File: src/rtl/mod_step_counter_pkg.sv
// mod_step_counter_pkg: boundary-mode encoding shared by the step counter files.
// Ports: none (package).
package mod_step_counter_pkg;
  typedef logic [1:0] mode_t;
  localparam mode_t MODE_WRAP_ZERO = 2'd0;
  localparam mode_t MODE_MODULO    = 2'd1;
  localparam mode_t MODE_SATURATE  = 2'd2;
endpackage

File: src/rtl/mod_step_counter_if.sv
// mod_step_counter_if: control and status bundle of the modulo step counter.
// master drives en/clr/dir/mode/step/limit and observes count/display/at_limit/tc/events;
// slave is the counter side.
interface mod_step_counter_if
  import mod_step_counter_pkg::*;
#(
  parameter int WIDTH  = 7,
  parameter int DISP_W = 4,
  parameter int EVT_W  = 8
) ();
  logic              en;
  logic              clr;
  logic              dir;
  mode_t             mode;
  logic [WIDTH-1:0]  step;
  logic [WIDTH-1:0]  limit;
  logic [WIDTH-1:0]  count;
  logic [DISP_W-1:0] display;
  logic              at_limit;
  logic              tc;
  logic [EVT_W-1:0]  events;
  modport master (
    output en, clr, dir, mode, step, limit,
    input  count, display, at_limit, tc, events
  );
  modport slave (
    input  en, clr, dir, mode, step, limit,
    output count, display, at_limit, tc, events
  );
endinterface

File: src/rtl/mod_step_counter_next.sv
// mod_step_counter_next: combinational next-count and boundary-event computation.
// Ports: count_i/step_i/limit_i (WIDTH), dir_i, mode_i in; next_o (WIDTH), bnd_o out.
module mod_step_counter_next
  import mod_step_counter_pkg::*;
#(
  parameter int WIDTH = 7
) (
  input  logic [WIDTH-1:0] count_i,
  input  logic [WIDTH-1:0] step_i,
  input  logic [WIDTH-1:0] limit_i,
  input  logic             dir_i,
  input  mode_t            mode_i,
  output logic [WIDTH-1:0] next_o,
  output logic             bnd_o
);
  // Two guard bits: one for the carry of count+step, one as sign of the down-modulo result.
  localparam int XW = WIDTH + 2;
  logic [XW-1:0]    c, s, l, up_sum, ov_mod, dn_mod;
  logic             over, up_ovf, dn_unf, hi;
  logic [WIDTH-1:0] mod_res, plain;
  always_comb begin
    c      = XW'(count_i);
    s      = XW'(step_i);
    l      = XW'(limit_i);
    up_sum = c + s;
    // A count already above a lowered limit is an overflow regardless of direction.
    over   = c > l;
    up_ovf = ~dir_i & (up_sum > l);
    dn_unf = dir_i & (c < s);
    hi     = over | up_ovf;
    ov_mod = (over ? c : up_sum) - l - XW'(1);
    dn_mod = c + l + XW'(1) - s;
    // Single reduction, then clamp into [0, limit] when step exceeds the modulus.
    mod_res = hi ? (ov_mod > l ? limit_i : ov_mod[WIDTH-1:0])
                 : (dn_mod[XW-1] ? '0 : (dn_mod > l ? limit_i : dn_mod[WIDTH-1:0]));
    plain  = dir_i ? count_i - step_i : count_i + step_i;
    bnd_o  = hi | dn_unf;
    next_o = !bnd_o                    ? plain
           : mode_i == MODE_MODULO    ? mod_res
           : mode_i == MODE_SATURATE  ? (hi ? limit_i : '0)
           :                            (hi ? '0 : limit_i);
  end
endmodule

File: src/rtl/mod_step_counter.sv
// mod_step_counter: modulo step counter with wrap/modulo/saturate boundary modes.
// Ports: clk, reset (async, active-high), bus (mod_step_counter_if.slave): en, clr, dir,
// mode, step, limit in; count, display, at_limit, tc, events out.
module mod_step_counter
  import mod_step_counter_pkg::*;
#(
  parameter int WIDTH  = 7,
  parameter int DISP_W = 4,
  parameter int EVT_W  = 8
) (
  input logic               clk,
  input logic               reset,
  mod_step_counter_if.slave bus
);
  logic [WIDTH-1:0] count_q, count_d;
  logic             tc_q, tc_d, bnd;
  logic [EVT_W-1:0] events_q, events_d;
  mod_step_counter_next #(.WIDTH(WIDTH)) u_next (
    .count_i (count_q),
    .step_i  (bus.step),
    .limit_i (bus.limit),
    .dir_i   (bus.dir),
    .mode_i  (bus.mode),
    .next_o  (count_d),
    .bnd_o   (bnd)
  );
  // Saturate pulses only on entry into the clamp value, never while parked on it.
  always_comb begin
    tc_d = bus.mode == MODE_SATURATE
         ? (count_d != count_q) &&
           (count_d == ((count_q > bus.limit || !bus.dir) ? bus.limit : '0))
         : bnd;
    events_d = events_q + EVT_W'(tc_d && events_q != '1);
  end
  always_ff @(posedge clk or posedge reset) begin
    if (reset) begin
      count_q  <= '0;
      tc_q     <= 1'b0;
      events_q <= '0;
    end else if (bus.clr) begin
      count_q  <= '0;
      tc_q     <= 1'b0;
      events_q <= '0;
    end else if (bus.en) begin
      count_q  <= count_d;
      tc_q     <= tc_d;
      events_q <= events_d;
    end else begin
      tc_q     <= 1'b0;
    end
  end
  assign bus.count    = count_q;
  assign bus.tc       = tc_q;
  assign bus.events   = events_q;
  assign bus.at_limit = count_q == bus.limit;
  assign bus.display  = bus.at_limit ? '0 : count_q[DISP_W-1:0];
endmodule

File: src/flat_wrapper.sv
// flat-port wrapper written by rule: the top's interface ports become plain ports
module mod_step_counter_flat import mod_step_counter_pkg::*;
#(
  parameter int WIDTH  = 7,
  parameter int DISP_W = 4,
  parameter int EVT_W  = 8
)
  (clk, reset, bus_en, bus_clr, bus_dir, bus_mode, bus_step, bus_limit, bus_count, bus_display, bus_at_limit, bus_tc, bus_events);
  mod_step_counter_if #(.WIDTH(WIDTH), .DISP_W(DISP_W), .EVT_W(EVT_W)) bus_i ();
  input logic clk;
  input logic reset;
  input wire logic [$bits(bus_i.en)-1:0] bus_en;
  input wire logic [$bits(bus_i.clr)-1:0] bus_clr;
  input wire logic [$bits(bus_i.dir)-1:0] bus_dir;
  input wire logic [$bits(bus_i.mode)-1:0] bus_mode;
  input wire logic [$bits(bus_i.step)-1:0] bus_step;
  input wire logic [$bits(bus_i.limit)-1:0] bus_limit;
  output wire logic [$bits(bus_i.count)-1:0] bus_count;
  output wire logic [$bits(bus_i.display)-1:0] bus_display;
  output wire logic [$bits(bus_i.at_limit)-1:0] bus_at_limit;
  output wire logic [$bits(bus_i.tc)-1:0] bus_tc;
  output wire logic [$bits(bus_i.events)-1:0] bus_events;
  assign bus_i.en = bus_en;
  assign bus_i.clr = bus_clr;
  assign bus_i.dir = bus_dir;
  assign bus_i.mode = bus_mode;
  assign bus_i.step = bus_step;
  assign bus_i.limit = bus_limit;
  assign bus_count = bus_i.count;
  assign bus_display = bus_i.display;
  assign bus_at_limit = bus_i.at_limit;
  assign bus_tc = bus_i.tc;
  assign bus_events = bus_i.events;
  mod_step_counter #(.WIDTH(WIDTH), .DISP_W(DISP_W), .EVT_W(EVT_W)) u_core (.clk(clk), .reset(reset), .bus(bus_i));
endmodule
File: config.mk
export PLATFORM = sky130hd
export DESIGN_NAME = mod_step_counter_flat
export DESIGN_NICKNAME = d
export VERILOG_FILES = /design/src/rtl/mod_step_counter_pkg.sv /design/src/rtl/mod_step_counter_if.sv /design/src/rtl/mod_step_counter_next.sv /design/src/rtl/mod_step_counter.sv /design/src/flat_wrapper.sv
export SDC_FILE = /design/constraint.sdc
export NUM_CORES = 1
export LEC_CHECK = 0
export CELL_PAD_IN_SITES_DETAIL_PLACEMENT = 1
export CELL_PAD_IN_SITES_GLOBAL_PLACEMENT = 2
export CORE_ASPECT_RATIO = 1.25
export CORE_MARGIN = 1
export CORE_UTILIZATION = 38
export DETAILED_ROUTE_END_ITERATION = 10
export PLACE_DENSITY = 0.95
export SLEW_MARGIN = 25
export SYNTH_ARGS = -nofsm -noshare
export SYNTH_HDL_FRONTEND = slang
export SYNTH_SLANG_ARGS = --single-unit
File: constraint.sdc
create_clock -name clk -period 11.9 [get_ports clk]
set_input_delay 2.38 -clock clk [delete_from_list [all_inputs] [get_ports clk]]
set_output_delay 2.38 -clock clk [all_outputs]
set_load 0.1 [all_outputs]
==> run metrics <==
# resized after CTS 0; worst-path fanout max 19; Primary FF master, synth dfrtp_1; leakage 2.02 nW; Hold-fix buffers, CTS 0; Worst Tran Pin Value 0.995 ns; Synth warnings 0; die width 95.4 um; post-synthesis register bit count 16; most used cell, CP ha_1; io pins 42; number of max-cap violations 0; Total GRT Usage 29.6%; final hold violation count 0; largest net degree at the start of global routing 20; die height 119 um; Critical Path AT 10.92 ns; crit end category flip-flop; Post-synth ARST share 100%; Setup Crit Path Kind in2reg; Max H-tree Level 1; Setup Skew 0.00544 ns; number of global-route vias before repair 4751; met1 usage 34.4%; Syn Area/Cell 7.87 um2; DRT iter0 DRCs 268; grt peak-use layer met2; max_slew headroom 33.5%; Post-layout nets 645; Initial Util 39.1%; status finished, final reports clean; grt met2 use 52.5%; setup TNS 0 ns; VDD IR max 0.109 mV; CP Data Required Time 12.06 ns; met3 usage 2.12%; CTS clk-pin slew, worst paths 0.05 ns; DIE AREA 11300 um2; CTS tree yes; CTS buffer count 3; placed cells 682; post-route ant nets 0; post-route cell area 4730 um2; Gate Count Post-Synth 527; # fillers 1328; synth unique cells 80; Crit path largest cell delay 0.75 ns; Sink Count 16; crit share post-route 90.4%; Critical Path Source Type input pin; area delta synth->final 14.1%; min-delay worst type reg2reg; sequential element share of the synthesized area 9.66%; Synth Cell Area 4150 um2; Clock Latency Late Sink 0.25 ns; Post-route DRC 0; CORE AREA 10600 um2; DR vias/cell 6.46; CTS Root Cell clkbuf_16; syn_nets 617; count of non-filler cells in the finished layout 686; Post-CTS Setup Bufs 0; routability congestion estimate 0.942; port buffer count 41; endpoints failing setup 0; Achievable Freq 92.9 MHz; RSZ-0062 raised after global routing false; Pwr Density 210 nW/um2; DRT Wirelength 16200 um; Initial DRT Pass Iterations 4; DP Area 4640 um2; DPL Wire Length 13200 um; EDFF count, synth 0; slowest CP cell a2111oi_1; Rows 42; WL per Instance 23.6 um; antenna cells 0; first-pass GRT wire length 25600 um; vias 4429; min cycle time layout 10.76 ns; antenna violations before repair 0; global route total overflow 0; share of layout cells above drive strength 1 5.23%; Max clock buf depth 2; Max Slew Vio Count 0
metal layers:
metal	routed length, um	share of wire [%]
met5	0	0
met4	865	5.3
met3	777	4.8
met2	8190	50
met1	6380	39
power by group:
part	internal, W	total [W]	switching [W]
Clock	0.0000511	0.0000738	0.0000227
Combinational	0.000300	0.000841	0.000540
Sequential	0.0000605	0.0000793	0.0000188
Total	0.000412	0.000994	0.000582
registers in the layout (all words and copies together) (netlist names):
name,cells
u_core.bus.count,7
u_core.bus.events,8
u_core.bus.tc,1
path summary, 6_finish.rpt:
check / from / to / slack (ns) / cells after the start
max: bus_limit[6] / u_core.bus.events[5]$_DFFE_PP0P_ / 1.14 / 29
min: u_core.bus.events[6]$_DFFE_PP0P_ / u_core.bus.events[6]$_DFFE_PP0P_ / 0.58 / 2
max reg2reg: u_core.bus.count[1]$_DFFE_PP0P_ / u_core.bus.events[5]$_DFFE_PP0P_ / 3.54 / 27
min reg2reg: u_core.bus.events[6]$_DFFE_PP0P_ / u_core.bus.events[6]$_DFFE_PP0P_ / 0.58 / 2
max in group asynchronous: reset / u_core.bus.events[5]$_DFFE_PP0P_ / 8.97 / 2
min in group asynchronous: reset / u_core.bus.count[5]$_DFFE_PP0P_ / 2.51 / 2
cell families (layout without fill, tap and decap cells):
kind of cell	after synthesis	after routing	synth area share [%]
buf+inv	66	93	6.40
xor+xnor	30	30	6.34
mux	10	10	2.50
fa+ha+maj	69	69	22.6
flops	16	16	9.66
compound gates	182	182	31.8
simple gates	154	154	20.7
worst max-delay path, delay by kind of cell:
| kind | cells | cell delay [ns] |
|---|---|---|
| compound gates | 14 | 4.24 |
| fa+ha+maj | 5 | 1.64 |
| simple gates | 6 | 1.36 |
| buf+inv | 2 | 0.94 |
| xor+xnor | 2 | 0.35 |
cells in the mapped netlist (4+ instances only):
cell type / instances / share of area [%]
xor2_1: 10 / 2.1
o21a_1: 5 / 0.91
nor2_1: 49 / 4.4
fa_1: 10 / 4.8
o22ai_1: 4 / 0.60
inv_1: 47 / 4.3
nand2_1: 16 / 1.4
nand3_1: 9 / 1.1
a211oi_1: 13 / 2.4
nand4_1: 16 / 2.4
or2_2: 4 / 0.60
nor3_1: 8 / 0.97
or3_1: 5 / 0.75
nand2b_1: 7 / 1.1
o21ai_0: 32 / 3.9
mux2i_1: 7 / 1.7
ha_1: 59 / 18
nor2b_1: 7 / 1.1
and2_1: 4 / 0.60
xnor2_1: 20 / 4.2
o211ai_1: 10 / 1.8
nor4_1: 4 / 0.60
clkbuf_1: 14 / 1.3
dfrtp_1: 16 / 9.7
a21o_1: 8 / 1.4
o2111ai_1: 4 / 0.84
a31oi_1: 6 / 0.91
o211a_1: 5 / 1.2
a21oi_1: 44 / 5.3
layout make-up:
class	count	area, um2	area share (%)
multi-input cells	445	3480	73.6
repair buffers	42	418	8.84
flip-flops and latches	16	400	8.47
inverters	47	176	3.73
well taps	132	165	3.49
clock buffers	4	88.8	1.88
metrics by stage:
stage	hold slack (ns)	setup WS, ns	total power (W)	util [%]
3_5_place_dp	0.558	1.04	0.000902	43.7
5_1_grt	0.602	0.544	0.00106	44.6
6_report	0.580	1.14	0.000994	44.6
4_1_cts	0.576	1.23	0.000983	44.6
3_3_place_gp	0.559	1.26	0.000875	43.7
2_1_floorplan	1.04	2.85	0.000681	-
layout by cell type, fill, tap and decap left out, types with 16 or more instances in the layout:
master,count
nand2_1,16
ha_1,59
nand4_1,16
inv_1,47
nor2_1,49
dfrtp_1,16
o21ai_0,32
a21oi_1,44
clkdlybuf4s50_1,41
xnor2_1,20
No activity file was read; power rests on OpenSTA's default activity.
